===== config.mk =====
export PLATFORM = sky130hd
export DESIGN_NAME = gat_bram_ingress_ctrl
export DESIGN_NICKNAME = d
export VERILOG_FILES = /design/src/rtl/gat_pkg.sv /design/src/rtl/gat_ingress_ch.sv /design/src/rtl/gat_bram_ingress_ctrl.sv
export SDC_FILE = /design/constraint.sdc
export NUM_CORES = 1
export LEC_CHECK = 0
export ABC_AREA = 1
export BUFFER_PORTS_ARGS = -buffer_cell sky130_fd_sc_hd__buf_2
export CAP_MARGIN = 20
export CORE_AREA = 4 4 182 184
export DETAILED_ROUTE_END_ITERATION = 10
export DIE_AREA = 0 0 186 188
export GPL_TIMING_DRIVEN = 0
export PLACE_DENSITY_LB_ADDON = 0.05
export SYNTH_ARGS = -nofsm -noshare
export SYNTH_HDL_FRONTEND = slang
export SYNTH_SLANG_ARGS = --single-unit

===== constraint.sdc =====
create_clock -name clk_i -period 5.27 [get_ports clk_i]
set_input_delay 0.2635 -clock clk_i [delete_from_list [all_inputs] [get_ports clk_i]]
set_output_delay 0.2635 -clock clk_i [all_outputs]
set_load 0.005 [all_outputs]

===== src/rtl/gat_pkg.sv =====
// Shared types and constants for the GAT BRAM ingress controller.
package gat_pkg;

    typedef enum logic [1:0] {
        ST_IDLE = 2'd0,
        ST_LOAD = 2'd1,
        ST_RUN  = 2'd2,
        ST_DONE = 2'd3
    } gat_state_e;

    localparam int STAT_STATE_LSB = 0;
    localparam int STAT_DONE_LSB  = 2;
    localparam int STAT_MISALIGN  = 16;
    localparam int STAT_RANGE     = 17;
    localparam int STAT_LATE      = 18;

    localparam int CH_H_DATA      = 0;
    localparam int CH_NODE_INFO   = 1;
    localparam int CH_WGT         = 2;
    localparam int GAT_NUM_CH_DEF = CH_WGT + 1;

endpackage


===== src/rtl/gat_ingress_ch.sv =====
// One PS-to-core BRAM write channel: byte-to-word address conversion, range check,
// registered write forwarding, accepted-write counter and done detection.
module gat_ingress_ch
    import gat_pkg::*;
#(
    parameter int WORD_ADDR_W = 18,
    parameter int CNT_W       = 18,
    parameter int DIN_W       = 32
) (
    input  logic                   clk_i,
    input  logic                   rst_i,
    input  logic                   clr_i,
    input  logic                   load_i,
    input  logic [CNT_W-1:0]       cfg_len_i,
    input  logic                   sw_done_i,
    input  logic [DIN_W-1:0]       s_din_i,
    input  logic                   s_ena_i,
    input  logic                   s_wea_i,
    input  logic [WORD_ADDR_W+1:0] s_addr_i,
    output logic [DIN_W-1:0]       m_din_o,
    output logic                   m_we_o,
    output logic [WORD_ADDR_W-1:0] m_addr_o,
    output logic                   done_o,
    output logic                   err_mis_o,
    output logic                   err_range_o,
    output logic                   err_late_o
);
    localparam int CMP_W = (WORD_ADDR_W > CNT_W) ? WORD_ADDR_W : CNT_W;

    logic [CNT_W-1:0]       len_q;
    logic [CNT_W-1:0]       cnt_q;
    logic                   armed_q;
    logic                   m_we_q;
    logic [WORD_ADDR_W-1:0] m_addr_q;
    logic [DIN_W-1:0]       m_din_q;

    logic [CMP_W-1:0] waddr_x;
    logic [CMP_W-1:0] len_x;
    logic             wr;
    logic             aligned;
    logic             in_range;
    logic             accept;

    always_comb begin
        waddr_x = '0;
        waddr_x[WORD_ADDR_W-1:0] = s_addr_i[WORD_ADDR_W+1:2];
        len_x = '0;
        len_x[CNT_W-1:0] = len_q;
        wr          = s_ena_i & s_wea_i;
        aligned     = (s_addr_i[1:0] == 2'b00);
        in_range    = (waddr_x < len_x);
        accept      = wr & load_i & aligned & in_range;
        err_mis_o   = wr & load_i & ~aligned;
        err_range_o = wr & load_i & aligned & ~in_range;
        err_late_o  = wr & ~load_i;
    end

    always_ff @(posedge clk_i) begin
        if (rst_i) begin
            len_q    <= '0;
            cnt_q    <= '0;
            armed_q  <= 1'b0;
            m_we_q   <= 1'b0;
            m_addr_q <= '0;
            m_din_q  <= '0;
        end else begin
            m_we_q <= accept;
            if (accept) begin
                m_addr_q <= s_addr_i[WORD_ADDR_W+1:2];
                m_din_q  <= s_din_i;
            end
            if (clr_i) begin
                len_q   <= cfg_len_i;
                cnt_q   <= '0;
                armed_q <= 1'b1;
            end else if (accept && (cnt_q != len_q)) begin
                cnt_q <= cnt_q + 1'b1;
            end
        end
    end

    // armed_q keeps status done bits at zero until the first layer is started
    assign done_o   = armed_q & ((cnt_q == len_q) | sw_done_i);
    assign m_we_o   = m_we_q;
    assign m_addr_o = m_addr_q;
    assign m_din_o  = m_din_q;

endmodule


===== src/rtl/gat_bram_ingress_ctrl.sv =====
// GAT layer ingress controller: admits PS BRAM writes during LOAD, then starts the core.
// Phase cycle counters exist only when GAT_INGRESS_PERF_EN is defined.
//
// state | meaning
// IDLE  | waiting for start; PS writes flagged as late
// LOAD  | forwarding PS writes until every channel is done
// RUN   | core running, waiting for core_done rising edge
// DONE  | one cycle, gat_ready set, back to IDLE
module gat_bram_ingress_ctrl
    import gat_pkg::*;
#(
    parameter int NUM_CH      = GAT_NUM_CH_DEF,
    parameter int WORD_ADDR_W = 18,
    parameter int CNT_W       = 18,
    parameter int DIN_W       = 32
) (
    input  logic                            clk_i,
    input  logic                            rst_i,
    input  logic                            start_i,
    input  logic                            layer_i,
    input  logic [NUM_CH*CNT_W-1:0]         cfg_len_i,
    input  logic [NUM_CH-1:0]               sw_done_i,
    input  logic [NUM_CH*DIN_W-1:0]         s_din_i,
    input  logic [NUM_CH-1:0]               s_ena_i,
    input  logic [NUM_CH-1:0]               s_wea_i,
    input  logic [NUM_CH*(WORD_ADDR_W+2)-1:0] s_addr_i,
    output logic [NUM_CH*DIN_W-1:0]         m_din_o,
    output logic [NUM_CH-1:0]               m_we_o,
    output logic [NUM_CH*WORD_ADDR_W-1:0]   m_addr_o,
    output logic                            core_start_o,
    output logic                            core_layer_o,
    input  logic                            core_done_i,
    output logic                            gat_ready_o,
    input  logic                            ready_clr_i,
    output logic [31:0]                     status_o,
    output logic [31:0]                     perf_load_o,
    output logic [31:0]                     perf_run_o
);
    gat_state_e state_q;
    logic       core_done_q;
    logic       core_start_q;
    logic       core_layer_q;
    logic       gat_ready_q;
    logic [2:0] err_q;

    logic              start_acc;
    logic              in_load;
    logic              all_done;
    logic [NUM_CH-1:0] ch_done;
    logic [NUM_CH-1:0] ch_mis;
    logic [NUM_CH-1:0] ch_range;
    logic [NUM_CH-1:0] ch_late;

    assign start_acc = start_i & (state_q == ST_IDLE);
    assign in_load   = (state_q == ST_LOAD);
    assign all_done  = &ch_done;

    for (genvar g = 0; g < NUM_CH; g++) begin : g_ch
        gat_ingress_ch #(
            .WORD_ADDR_W (WORD_ADDR_W),
            .CNT_W       (CNT_W),
            .DIN_W       (DIN_W)
        ) u_ch (
            .clk_i       (clk_i),
            .rst_i       (rst_i),
            .clr_i       (start_acc),
            .load_i      (in_load),
            .cfg_len_i   (cfg_len_i[g*CNT_W +: CNT_W]),
            .sw_done_i   (sw_done_i[g]),
            .s_din_i     (s_din_i[g*DIN_W +: DIN_W]),
            .s_ena_i     (s_ena_i[g]),
            .s_wea_i     (s_wea_i[g]),
            .s_addr_i    (s_addr_i[g*(WORD_ADDR_W+2) +: (WORD_ADDR_W+2)]),
            .m_din_o     (m_din_o[g*DIN_W +: DIN_W]),
            .m_we_o      (m_we_o[g]),
            .m_addr_o    (m_addr_o[g*WORD_ADDR_W +: WORD_ADDR_W]),
            .done_o      (ch_done[g]),
            .err_mis_o   (ch_mis[g]),
            .err_range_o (ch_range[g]),
            .err_late_o  (ch_late[g])
        );
    end

    always_ff @(posedge clk_i) begin
        if (rst_i) begin
            state_q      <= ST_IDLE;
            core_done_q  <= 1'b0;
            core_start_q <= 1'b0;
            core_layer_q <= 1'b0;
            gat_ready_q  <= 1'b0;
            err_q        <= '0;
        end else begin
            core_done_q  <= core_done_i;
            core_start_q <= 1'b0;
            // a set in the same cycle below overrides this clear
            if (ready_clr_i) gat_ready_q <= 1'b0;
            case (state_q)
                ST_IDLE: if (start_i) begin
                    state_q      <= ST_LOAD;
                    core_layer_q <= layer_i;
                end
                ST_LOAD: if (all_done) begin
                    state_q      <= ST_RUN;
                    core_start_q <= 1'b1;
                end
                ST_RUN: if (core_done_i && !core_done_q) begin
                    state_q     <= ST_DONE;
                    gat_ready_q <= 1'b1;
                end
                default: state_q <= ST_IDLE;
            endcase
            err_q <= (start_acc ? 3'b000 : err_q) | {(|ch_late), (|ch_range), (|ch_mis)};
        end
    end

    always_comb begin
        status_o = '0;
        status_o[STAT_STATE_LSB +: 2]      = state_q;
        status_o[STAT_DONE_LSB +: NUM_CH]  = ch_done;
        status_o[STAT_MISALIGN]            = err_q[0];
        status_o[STAT_RANGE]               = err_q[1];
        status_o[STAT_LATE]                = err_q[2];
    end

    assign core_start_o = core_start_q;
    assign core_layer_o = core_layer_q;
    assign gat_ready_o  = gat_ready_q;

`ifdef GAT_INGRESS_PERF_EN
    logic [31:0] perf_load_q;
    logic [31:0] perf_run_q;

    always_ff @(posedge clk_i) begin
        if (rst_i || start_acc) begin
            perf_load_q <= '0;
            perf_run_q  <= '0;
        end else begin
            if (state_q == ST_LOAD && perf_load_q != 32'hFFFF_FFFF) perf_load_q <= perf_load_q + 1'b1;
            if (state_q == ST_RUN  && perf_run_q  != 32'hFFFF_FFFF) perf_run_q  <= perf_run_q + 1'b1;
        end
    end

    assign perf_load_o = perf_load_q;
    assign perf_run_o  = perf_run_q;
`else
    assign perf_load_o = '0;
    assign perf_run_o  = '0;
`endif

endmodule


==> qor.csv <==
stage,metric,value,unit
clock_tree,cts_resized,0,
placement,place_area,16060,sq um
sta,min_period,2.686,ns
power_and_ir_drop,power_density,301.6,nW/um^2
detailed_routing,vias_per_cell,4.750,
clock_tree,insertion_delay,0.56,ns
setup_path,cp.arrival,2.42,ns
floorplan,dieArea,34970,sq um
floorplan,die_x,186,um
sta,hold_slack,0.01763,ns
finish,nets,2826,
placement,gp_congestion,0.8671,
finish,area_delta_synth_final,40.50,%
setup_path,crit_type,reg2out,
detailed_routing,ant_nets,0,
synthesis,synth-edff-count,0,
global_route,grt-ovfl-total,0,
clock_tree,cts.path.max_buffers,3,
synthesis,yosysSeqAreaShare,40.81,%
synthesis,synth.distinct_cells,36,
power_and_ir_drop,ir_drop,0.0002641,V
finish,post-route-cell-area,18680,sq um
setup_path,r2r_slack,2.70,ns
clock_tree,post_cts_buffers,0,
synthesis,syn_inst,1874,
synthesis,ys_async_sr_fraction,0,%
sta,min_period_over_period,50.97,%
power_and_ir_drop,total_power,0.005633,W
global_route,antenna_found_initial,6,
sta,finalMaxSlewViolations,0,
sta,skew,0.01735,ns
clock_tree,cts_buffers,31,
clock_tree,cts_tree,yes,
global_route,grt_pass1_wl,70.79,mm
detailed_routing,vias,14123,
detailed_routing,wire_per_inst,15.54,um
power_and_ir_drop,p_leak,8.434,nW
synthesis,syn_area,13290,sq um
clock_tree,cts.sinks,271,
floorplan,io_pins,477,
sta,tns,0,ns
setup_path,critPathCaptureType,output port,
finish,nFillCells,2927,
synthesis,syn_area_per_cell,7.093,sq um
clock_tree,hold_buffers,162,
sta,setup_violations,0,
synthesis,yosysWarnings,0,
global_route,track_usage,24.99,%
finish,layout-drive-gt1-share,22.61,%
min_path,hold_class,in2reg,
clock_tree,clkTransAtPathRegs,0.06,ns
global_route,grt_max_degree,16,
synthesis,ys.flop_type,dfxtp_1,
detailed_routing,first_pass_iters,5,
setup_path,crit_fanout,5,
finish,final_core_util,59.49,%
setup_path,worstSetupStartpointType,flop,
floorplan,die_h,188,um
sta,timing.fmax,372.3,MHz
job,cap_violations,0,
synthesis,synth_seq_cells,271,
detailed_routing,drt_iter0_markers,677,
detailed_routing,drc_errors,0,
sta,worst_slew_pin_slew,0.9620,ns
sta,hold_viol,0,
clock_tree,htreeDepth,1,
synthesis,synth_top_area_share,40.81,%
clock_tree,cts-root-buf,clkbuf_16,
outcome,status,completed,
floorplan,num_rows,65,
global_route,grt_pass1_vias,13624,
floorplan,core_area,31390,sq um
synthesis,yosys-top-cells-area,"dfxtp_1 41%, nand2_1 14%, a21oi_1 10%",
floorplan,start_util,42.34,%
sta,rsz0062_at_grt,false,
placement,portBuffers,388,
placement,hpwl,35.64,mm
detailed_routing,drt-total-wl,46.20,mm
synthesis,synth_top_area_cell,dfxtp_1,
sta,max_slew_margin,35.87,%
setup_path,crit_required,5.01,ns
## critical path, stage by stage (launching register included)
cell     delay [ns]
dfxtp_1        0.42
inv_1          0.12
nand2_1        0.07
nand2_1        0.05
nor2_1         0.16
nand2_1        0.07
nor2_1         0.11
nand3_1        0.22
a21oi_1        0.38
buf_4          0.17
buf_2          0.10
## metrics by stage
step | instances | setup slack (ns)
2_1_floorplan | 1961 | 3.341
3_3_place_gp | 2751 | 2.638
3_5_place_dp | 2751 | 2.603
4_1_cts | 2967 | 2.578
5_1_grt | 2973 | 2.393
6_report | 2973 | 2.584
## synth_stat cells (7+ instances only)
cell,count
ha_1,57
o21ai_0,122
xor2_1,24
nand3_1,46
o21ai_1,9
nand2_1,507
buf_2,17
nor3_1,21
nor4_1,7
inv_2,10
nand4_1,20
inv_1,194
buf_4,98
nor2_1,111
dfxtp_1,271
a21oi_1,274
clkbuf_1,54
## routing by layer
| layer | vias to the layer above | global-route usage [%] | routed length [um] |
|---|---|---|---|
| li1 | 7190 | - | - |
| met5 | - | 0 | 0 |
| met3 | 90 | 3.608 | 2645 |
| met1 | 6431 | 30.40 | 19120 |
| met2 | 412 | 45.11 | 23140 |
| met4 | 0 | 7.763 | 1305 |
## kinds of logic after synthesis
logic type,count (synthesis),synth area share [%]
buf+inv,377,13.63
simple gates,729,22.73
xor+xnor,25,1.647
other cells,1,0.02821
fa+ha+maj,57,5.365
flops,271,40.81
compound gates,414,15.79
## state kept, by name (all words and copies together) (netlist names), 2 cells and up
signal,count
g_ch.u_ch.len_q,54
g_ch.u_ch.m_we_o,3
g_ch.u_ch.cnt_q,54
g_ch.u_ch.m_addr_o,54
state_q,2
err_q,3
g_ch.u_ch.m_din_o,96
## final cells by class
class / count / area, sq um / area share, %
antenna: 6 / 15.01 / 0.08039
tap: 402 / 503.0 / 2.693
buffer: 173 / 1046 / 5.601
multi-input combinational: 1313 / 6382 / 34.17
inverter: 204 / 765.7 / 4.100
sequential: 271 / 5425 / 29.05
timing repair buffer: 550 / 3563 / 19.08
clock inverter: 10 / 81.33 / 0.4355
clock buffer: 44 / 894.6 / 4.790
## final timing paths
path / start / end / depth (start not counted)
worst min-delay path: cfg_len_i[14] / g_ch[0].u_ch.len_q[14]$_SDFFE_PP0P_ / 3
worst min register to register: g_ch[0].u_ch.m_din_o[7]$_SDFFE_PP0P_ / g_ch[0].u_ch.m_din_o[7]$_SDFFE_PP0P_ / 2
worst max-delay path: g_ch[2].u_ch.cnt_q[12]$_SDFFE_PP0P_ / status_o[4] / 10
worst max register to register: state_q[0]$_SDFFE_PP0P_ / g_ch[0].u_ch.cnt_q[1]$_SDFFE_PP0P_ / 8
## placed cells by master (no fill, tap or decap), types with 2 or more instances in the layout
cell type      count
nor4_1             7
inv_2             10
clkinv_2           7
buf_4             98
conb_1            88
nor2_2             6
nand2_1          507
a21oi_1          274
diode_2            6
nand4_1           20
nor2_1           111
a22oi_1            2
nor3_2             3
o21ai_1            9
o21a_1             3
nor4_4             2
clkbuf_1          60
xor2_1            24
nor3_1            21
buf_2            405
clkbuf_8           7
o21ai_0          122
dfxtp_1          271
buf_1              3
ha_1              57
clkbuf_16         31
nand3_1           46
dlygate4sd3_1    162
inv_1            194
## report_power, final
part	leakage (nW)	internal (W)	switching [W]
registers	2.20	0.00219	0.0000789
logic	5.75	0.000526	0.000766
clock network	0.486	0.00122	0.000850
No activity file was read; power rests on OpenSTA's default activity.
